## config.mk

```make
export PLATFORM = sky130hd
export DESIGN_NAME = arf_err_sweep_ctrl
export DESIGN_NICKNAME = d
export VERILOG_FILES = /design/src/rtl/arf_pkg.sv /design/src/rtl/arf_err_acc.sv /design/src/rtl/arf_err_sweep_ctrl.sv
export SDC_FILE = /design/constraint.sdc
export NUM_CORES = 2
export LEC_CHECK = 0
export BUFFER_PORTS_ARGS = -buffer_cell sky130_fd_sc_hd__buf_2
export CORE_AREA = 2 2 337 339
export DETAILED_ROUTE_END_ITERATION = 8
export DIE_AREA = 0 0 339 341
export PLACE_DENSITY = 0.68
export SLEW_MARGIN = 5
export SYNTH_ARGS = -nofsm -noshare
export SYNTH_HDL_FRONTEND = slang
export SYNTH_SLANG_ARGS = --single-unit
export TNS_END_PERCENT = 10
```

## constraint.sdc

```tcl
create_clock -name clk -period 3.5 [get_ports clk]
set_clock_uncertainty 0.1 [all_clocks]
set_input_delay 0 -clock clk [delete_from_list [all_inputs] [get_ports clk]]
set_output_delay 0 -clock clk [all_outputs]
set_load 0.01 [all_outputs]
```

## src/rtl/arf_pkg.sv

```systemverilog
// Shared types and constants for the ARF error-sweep sequencer.
package arf_pkg;
  typedef enum logic [2:0] {S_IDLE, S_GEN, S_SETTLE, S_CAPTURE, S_DONE} arf_state_e;

  // Right-shift Galois form of x^64+x^63+x^61+x^60+1
  localparam logic [63:0] LFSR_TAPS = 64'hD800_0000_0000_0000;

  localparam int DEF_ER_THRESH1  = 8;
  localparam int DEF_INPUT_WIDTH = 16;

  localparam int NUM_LANES   = 10;
  localparam int LANE_IN_1_0 = 0;
  localparam int LANE_IN_2_0 = 1;
  localparam int LANE_IN_3_0 = 2;
  localparam int LANE_IN_4_0 = 3;
  localparam int LANE_IN_5_0 = 4;
  localparam int LANE_IN_6_0 = 5;
  localparam int LANE_IN_7_0 = 6;
  localparam int LANE_IN_8_0 = 7;
  localparam int LANE_IN_13_1 = 8;
  localparam int LANE_IN_14_1 = 9;

  function automatic logic [63:0] lfsr_step(input logic [63:0] s);
    return s[0] ? ((s >> 1) ^ LFSR_TAPS) : (s >> 1);
  endfunction
endpackage

```

## src/rtl/arf_err_acc.sv

```systemverilog
// Error metrics for one datapath output: error counts, signed error sum, max |error|.
module arf_err_acc #(
  parameter int DW         = 32,
  parameter int ER_THRESH1 = 8,
  parameter int CNT_W      = 32,
  parameter int SUM_W      = 48
) (
  input  logic             clk,
  input  logic             rst_n,
  input  logic             clr,
  input  logic             en,
  input  logic [DW-1:0]    approx,
  input  logic [DW-1:0]    exact,
  output logic [CNT_W-1:0] er0_cnt,
  output logic [CNT_W-1:0] er1_cnt,
  output logic [SUM_W-1:0] err_sum,
  output logic [DW:0]      abs_max
);
  logic [DW:0] err, mag;
  logic        hi_diff;

  // One extra bit keeps both the difference and its magnitude exact
  assign err     = {approx[DW-1], approx} - {exact[DW-1], exact};
  assign mag     = err[DW] ? (~err + (DW+1)'(1)) : err;
  assign hi_diff = approx[DW-1:ER_THRESH1] != exact[DW-1:ER_THRESH1];

  always_ff @(posedge clk or negedge rst_n) begin
    if (!rst_n) begin
      er0_cnt <= '0;
      er1_cnt <= '0;
      err_sum <= '0;
      abs_max <= '0;
    end else if (clr) begin
      er0_cnt <= '0;
      er1_cnt <= '0;
      err_sum <= '0;
      abs_max <= '0;
    end else if (en) begin
      if (err != '0 && er0_cnt != '1) er0_cnt <= er0_cnt + CNT_W'(1);
      if (hi_diff && er1_cnt != '1)   er1_cnt <= er1_cnt + CNT_W'(1);
      err_sum <= err_sum + {{(SUM_W-DW-1){err[DW]}}, err};
      if (mag > abs_max) abs_max <= mag;
    end
  end
endmodule

```

## src/rtl/arf_err_sweep_ctrl.sv

```systemverilog
// Error-sweep sequencer: drives LFSR vectors into both ARF datapaths, settles, captures, accumulates.
module arf_err_sweep_ctrl
  import arf_pkg::*;
#(
  parameter int DW          = 32,
  parameter int INPUT_WIDTH = DEF_INPUT_WIDTH,
  parameter int ER_THRESH1  = DEF_ER_THRESH1,
  parameter int SETTLE      = 4,
  parameter int CNT_W       = 32,
  parameter int SUM_W       = 48
) (
  input  logic                          clk,
  input  logic                          rst_n,
  input  logic                          start,
  input  logic                          abort,
  input  logic [CNT_W-1:0]              num_samples,
  input  logic [63:0]                   seed,
  output logic [NUM_LANES-1:0][DW-1:0]  vec_data,
  output logic                          vec_valid,
  input  logic [DW-1:0]                 out_27_var,
  input  logic [DW-1:0]                 out_27_acc,
  input  logic [DW-1:0]                 out_28_var,
  input  logic [DW-1:0]                 out_28_acc,
  output logic                          busy,
  output logic                          done,
  output logic [CNT_W-1:0]              sample_cnt,
  output logic [CNT_W-1:0]              er0_cnt_27,
  output logic [CNT_W-1:0]              er0_cnt_28,
  output logic [CNT_W-1:0]              er1_cnt_27,
  output logic [CNT_W-1:0]              er1_cnt_28,
  output logic [SUM_W-1:0]              err_sum_27,
  output logic [SUM_W-1:0]              err_sum_28,
  output logic [DW:0]                   abs_max_27,
  output logic [DW:0]                   abs_max_28
);
  localparam int SCW = (SETTLE > 1) ? $clog2(SETTLE) : 1;

  arf_state_e       st;
  logic [3:0]       lane;
  logic [SCW-1:0]   scnt;
  logic [63:0]      lfsr, lfsr_nx;
  logic [CNT_W-1:0] n_lat;
  logic [DW-1:0]    lane_val;
  logic             done_q, clr, cap;

  assign lfsr_nx  = lfsr_step(lfsr);
  assign lane_val = DW'($signed(lfsr_nx[63 -: INPUT_WIDTH]));
  assign clr      = (st == S_IDLE) && start && !abort;
  assign cap      = (st == S_CAPTURE) && !abort;
  // Abort while in DONE swallows the completion pulse
  assign done     = done_q && !(abort && st == S_DONE);

  always_ff @(posedge clk or negedge rst_n) begin
    if (!rst_n) begin
      st         <= S_IDLE;
      lane       <= '0;
      scnt       <= '0;
      lfsr       <= 64'h1;
      n_lat      <= '0;
      vec_data   <= '0;
      vec_valid  <= 1'b0;
      busy       <= 1'b0;
      done_q     <= 1'b0;
      sample_cnt <= '0;
    end else begin
      done_q <= 1'b0;
      if (abort && (st inside {S_GEN, S_SETTLE, S_CAPTURE})) begin
        st        <= S_IDLE;
        vec_valid <= 1'b0;
        busy      <= 1'b0;
      end else begin
        case (st)
          S_IDLE: if (start && !abort) begin
            sample_cnt <= '0;
            n_lat      <= num_samples;
            lfsr       <= (seed == '0) ? 64'h1 : seed;
            lane       <= '0;
            if (num_samples == '0) done_q <= 1'b1;
            else begin
              st   <= S_GEN;
              busy <= 1'b1;
            end
          end
          S_GEN: begin
            lfsr           <= lfsr_nx;
            vec_data[lane] <= lane_val;
            if (lane == 4'(LANE_IN_14_1)) begin
              lane      <= '0;
              scnt      <= '0;
              vec_valid <= 1'b1;
              st        <= S_SETTLE;
            end else lane <= lane + 4'd1;
          end
          S_SETTLE: begin
            if (scnt == SCW'(SETTLE-1)) st <= S_CAPTURE;
            else scnt <= scnt + SCW'(1);
          end
          S_CAPTURE: begin
            if (sample_cnt != '1) sample_cnt <= sample_cnt + CNT_W'(1);
            vec_valid <= 1'b0;
            if (sample_cnt + CNT_W'(1) == n_lat) begin
              st     <= S_DONE;
              busy   <= 1'b0;
              done_q <= 1'b1;
            end else st <= S_GEN;
          end
          S_DONE:  st <= S_IDLE;
          default: st <= S_IDLE;
        endcase
      end
    end
  end

  arf_err_acc #(.DW(DW), .ER_THRESH1(ER_THRESH1), .CNT_W(CNT_W), .SUM_W(SUM_W)) u_acc_27 (
    .clk(clk), .rst_n(rst_n), .clr(clr), .en(cap),
    .approx(out_27_var), .exact(out_27_acc),
    .er0_cnt(er0_cnt_27), .er1_cnt(er1_cnt_27), .err_sum(err_sum_27), .abs_max(abs_max_27)
  );

  arf_err_acc #(.DW(DW), .ER_THRESH1(ER_THRESH1), .CNT_W(CNT_W), .SUM_W(SUM_W)) u_acc_28 (
    .clk(clk), .rst_n(rst_n), .clr(clr), .en(cap),
    .approx(out_28_var), .exact(out_28_acc),
    .er0_cnt(er0_cnt_28), .er1_cnt(er1_cnt_28), .err_sum(err_sum_28), .abs_max(abs_max_28)
  );
endmodule

```

==> impl_metrics.ini <==
[floorplan]
die_x_um = 339
core.rowCount = 123
start_util_pct = 35.7
dieArea_um2 = 116000
die_y_um = 341
boundaryPins = 873
core-area_um2 = 112000

[timing]
min_period_ns = 4.79
fmax_mhz = 209
relSlewSlack_pct = 38.9
setup_viol = 134
post-route-period-util_pct = 137
worst_pin_slew_ns = 0.914
finalSetupTns_ns = -101.17
final_max_slew_viol_count = 0
rsz0062_at_grt = yes
final_hold_viol_count = 0
worst_slack_ns = -1.29

[setup_path]
r2r_setup_slack_ns = -0.12
cp-start-kind = input port
crit_path_start = out_28_var[9]
critical_path_class = input port to flop
cp.required_ns = 3.90
reg2reg_from = u_acc_27.err_sum[0]$_DFFE_PN0P_
worstPathMaxFanout = 12
endpoint_kind = flop
crit_arrival_ns = 5.19

[logic_synthesis]
syn_nets = 4981
synth_common_cells = 589 x dfrtp_1, 528 x nand2_1, 363 x o21ai_0
synth-edff-count = 0
ys_top_cells_by_area = dfrtp_1 37%, ha_1 7.3%, nand2_1 5.0%
synthCells = 4517
synthFlopType = dfrtp_1
avgSynthCellArea_um2 = 8.83
synth_cell_types = 94
synth-seq-cells = 590
synth_area_um2 = 39900
synth_warnings = 0
netlist.area_leader.share_pct = 36.9
yosys.area.top_type = dfrtp_1
synth.most_common_cell = dfrtp_1
synth-seq-area-share_pct = 37.0
async_flop_share_pct = 100

[clocking]
cts_made_buffers = 73
cts.sinks = 590
clk_pin_slew_ns = 0.05
cts_tree = done
cts_max_level = 3
cts_root_buffer = clkbuf_16
cts_buffer_depth = 3
clkLatencyLatePin_ns = 0.65

[routing]
route.detailed.drc = 0
dr.pass1.iters = 5
routed_wl_um = 150000
wl_per_cell_um = 19.6
via_per_inst = 5.26
vias = 40379
drt_iter0_drc = 2612
drtAntennaViolNets = 0

[flow_run]
maxCapViolCount = 0

[global_route]
grt_pass1_wl_um = 228000
grt_pass1_vias = 39263
overflow = 0
grt_max_degree = 97
grt_usage_pct = 25.0
antenna_found_initial = 4

[power]
intPower_mw = 17.4
p_switching_mw = 10.1
power.share.sequential_pct = 33.6
power.leakage_nw = 29.1
worst_ir_drop_vdd_uv = 583
powerDensity_nw_per_um2 = 492
power_frac_comb_pct = 37.8
p_sw_share_pct = 36.7
clockPowerShare_pct = 28.6

[status]
violations = setup timing
status = complete, but fails checks

[cells_and_area]
instances_no_fill = 7671
areaGrowthSynthToFinish_pct = 40.1
final_nets = 6576
multiInputGateArea_um2 = 23400
seqCellArea_um2 = 14800
final_layout_size_suffix_gt1_share_pct = 36.8
nFillCells = 10270

[placed_design]
port_buffers = 872
place_congestion = 0.953
dp_cells = 7414
dp_hpwl_um = 116000

[hold_path]
hold_path.class = input port to async pin
-- path summary, 6_finish.rpt --
kind / to / cells past startpoint
min: sample_cnt[12]$_DFFE_PN0P_ / 3
min in group clk: n_lat[20]$_DFFE_PN0P_ / 4
min reg2reg: vec_data[267]$_DFFE_PN0P_ / 2
max: u_acc_28.abs_max[10]$_DFFE_PN0P_ / 21
max reg2reg: u_acc_27.err_sum[32]$_DFFE_PN0P_ / 15
max in group asynchronous: u_acc_27.er0_cnt[7]$_DFFE_PN0P_ / 4
-- cells by family after synthesis --
group | Yosys count | share of synthesized area, %
buffers and inverters | 572 | 6.99
multiplexers | 255 | 6.95
flip-flops | 590 | 37.0
XOR/XNOR | 281 | 6.17
AO/OA/AOI/OAI | 1083 | 17.1
AND/OR/NAND/NOR | 1500 | 18.3
adder cells (fa/ha/maj) | 236 | 7.48
-- layout make-up --
cell class,count,area share [%]
Antenna cell,1,0.00448
Clock buffer,106,3.76
Clock inverter,27,0.678
Inverter,200,1.36
Multi-Input combinational cell,3355,41.8
Sequential cell,590,26.4
Tap cell,1500,3.36
Timing Repair Buffer,1892,22.6
-- metrics by stage --
| stage | utilization, % | worst slack, ns | cell area, um2 | hold WS (ns) | total power, mW |
|---|---|---|---|---|---|
| floorplan | - | -1.48 | 40400 | -0.396 | 15.0 |
| global placement | 46.1 | -1.95 | 51500 | -0.0563 | 19.0 |
| detailed placement | 46.1 | -2.21 | 51500 | -0.0508 | 19.2 |
| CTS | 49.8 | -1.18 | 55700 | 0.00282 | 27.4 |
| global route | 50.0 | -1.41 | 55900 | 0.0325 | 28.9 |
| finish | 50.0 | -1.29 | 55900 | 0.0480 | 27.5 |
-- sequential cells by signal, indices dropped and copies added, names as in the netlist, 33 cells and up --
register	count
u_acc_28.err_sum	48
u_acc_28.abs_max	33
vec_data	160
u_acc_27.err_sum	48
u_acc_27.abs_max	33
lfsr	64
-- power by group through the flow --
stage / Clock, mW / Sequential, mW / Combinational (mW)
floorplan: 0 / 9.01 / 6.01
global placement: 0 / 9.21 / 9.79
detailed placement: 0 / 9.26 / 9.97
CTS: 7.96 / 9.16 / 10.3
global route: 8.23 / 9.35 / 11.3
finish: 7.85 / 9.22 / 10.4
-- cell usage in the layout, fill, tap and decap left out, types with 44 or more instances in the layout --
master           n
nand4_1         76
nand2_1        527
o21a_1          44
nand3_1        133
dfrtp_1        589
clkbuf_16       74
mux2_2         146
a21o_1         119
nor3_1          49
mux2i_1         79
nand2b_1        46
and3_1          53
ha_1           218
inv_1          190
o21ai_0        337
a21oi_1        221
dlygate4sd3_1  112
nor2_1         286
buf_2          869
buf_4          877
or3_1           62
xnor2_1        149
xor2_1         120
-- layer usage --
metal	vias up	global-route usage, %	part of all wire, %
met1	19605	33.7	43
met3	287	4.72	7.0
met4	0	8.62	3.5
met5	-	0	0
li1	19074	-	-
met2	1413	40.1	46
-- critical path, cell delays in order --
cell,delay [ns]
buf_2,0.11
ha_4,0.23
a21o_1,0.19
o2bb2ai_2,0.14
or4b_4,0.49
and2_4,0.18
or3_4,0.33
a2111o_1,0.47
nor4b_4,0.46
nor2b_4,0.22
a21oi_2,0.06
xor2_1,0.18
ha_1,0.30
nand4_1,0.10
nor2_2,0.17
nand3_2,0.09
or3_4,0.34
or4_4,0.44
nand3_4,0.18
buf_12,0.18
mux2_4,0.31
-- what timing repair did --
action,CTS,global route
resized for setup,103,50
endpoints found under the hold margin,604,0
setup buffers,7,2
setup endpoints to repair,172,173
hold buffers,113,0
pin swaps,36,13
cloned,0,1
No activity file was read; power rests on OpenSTA's default activity.
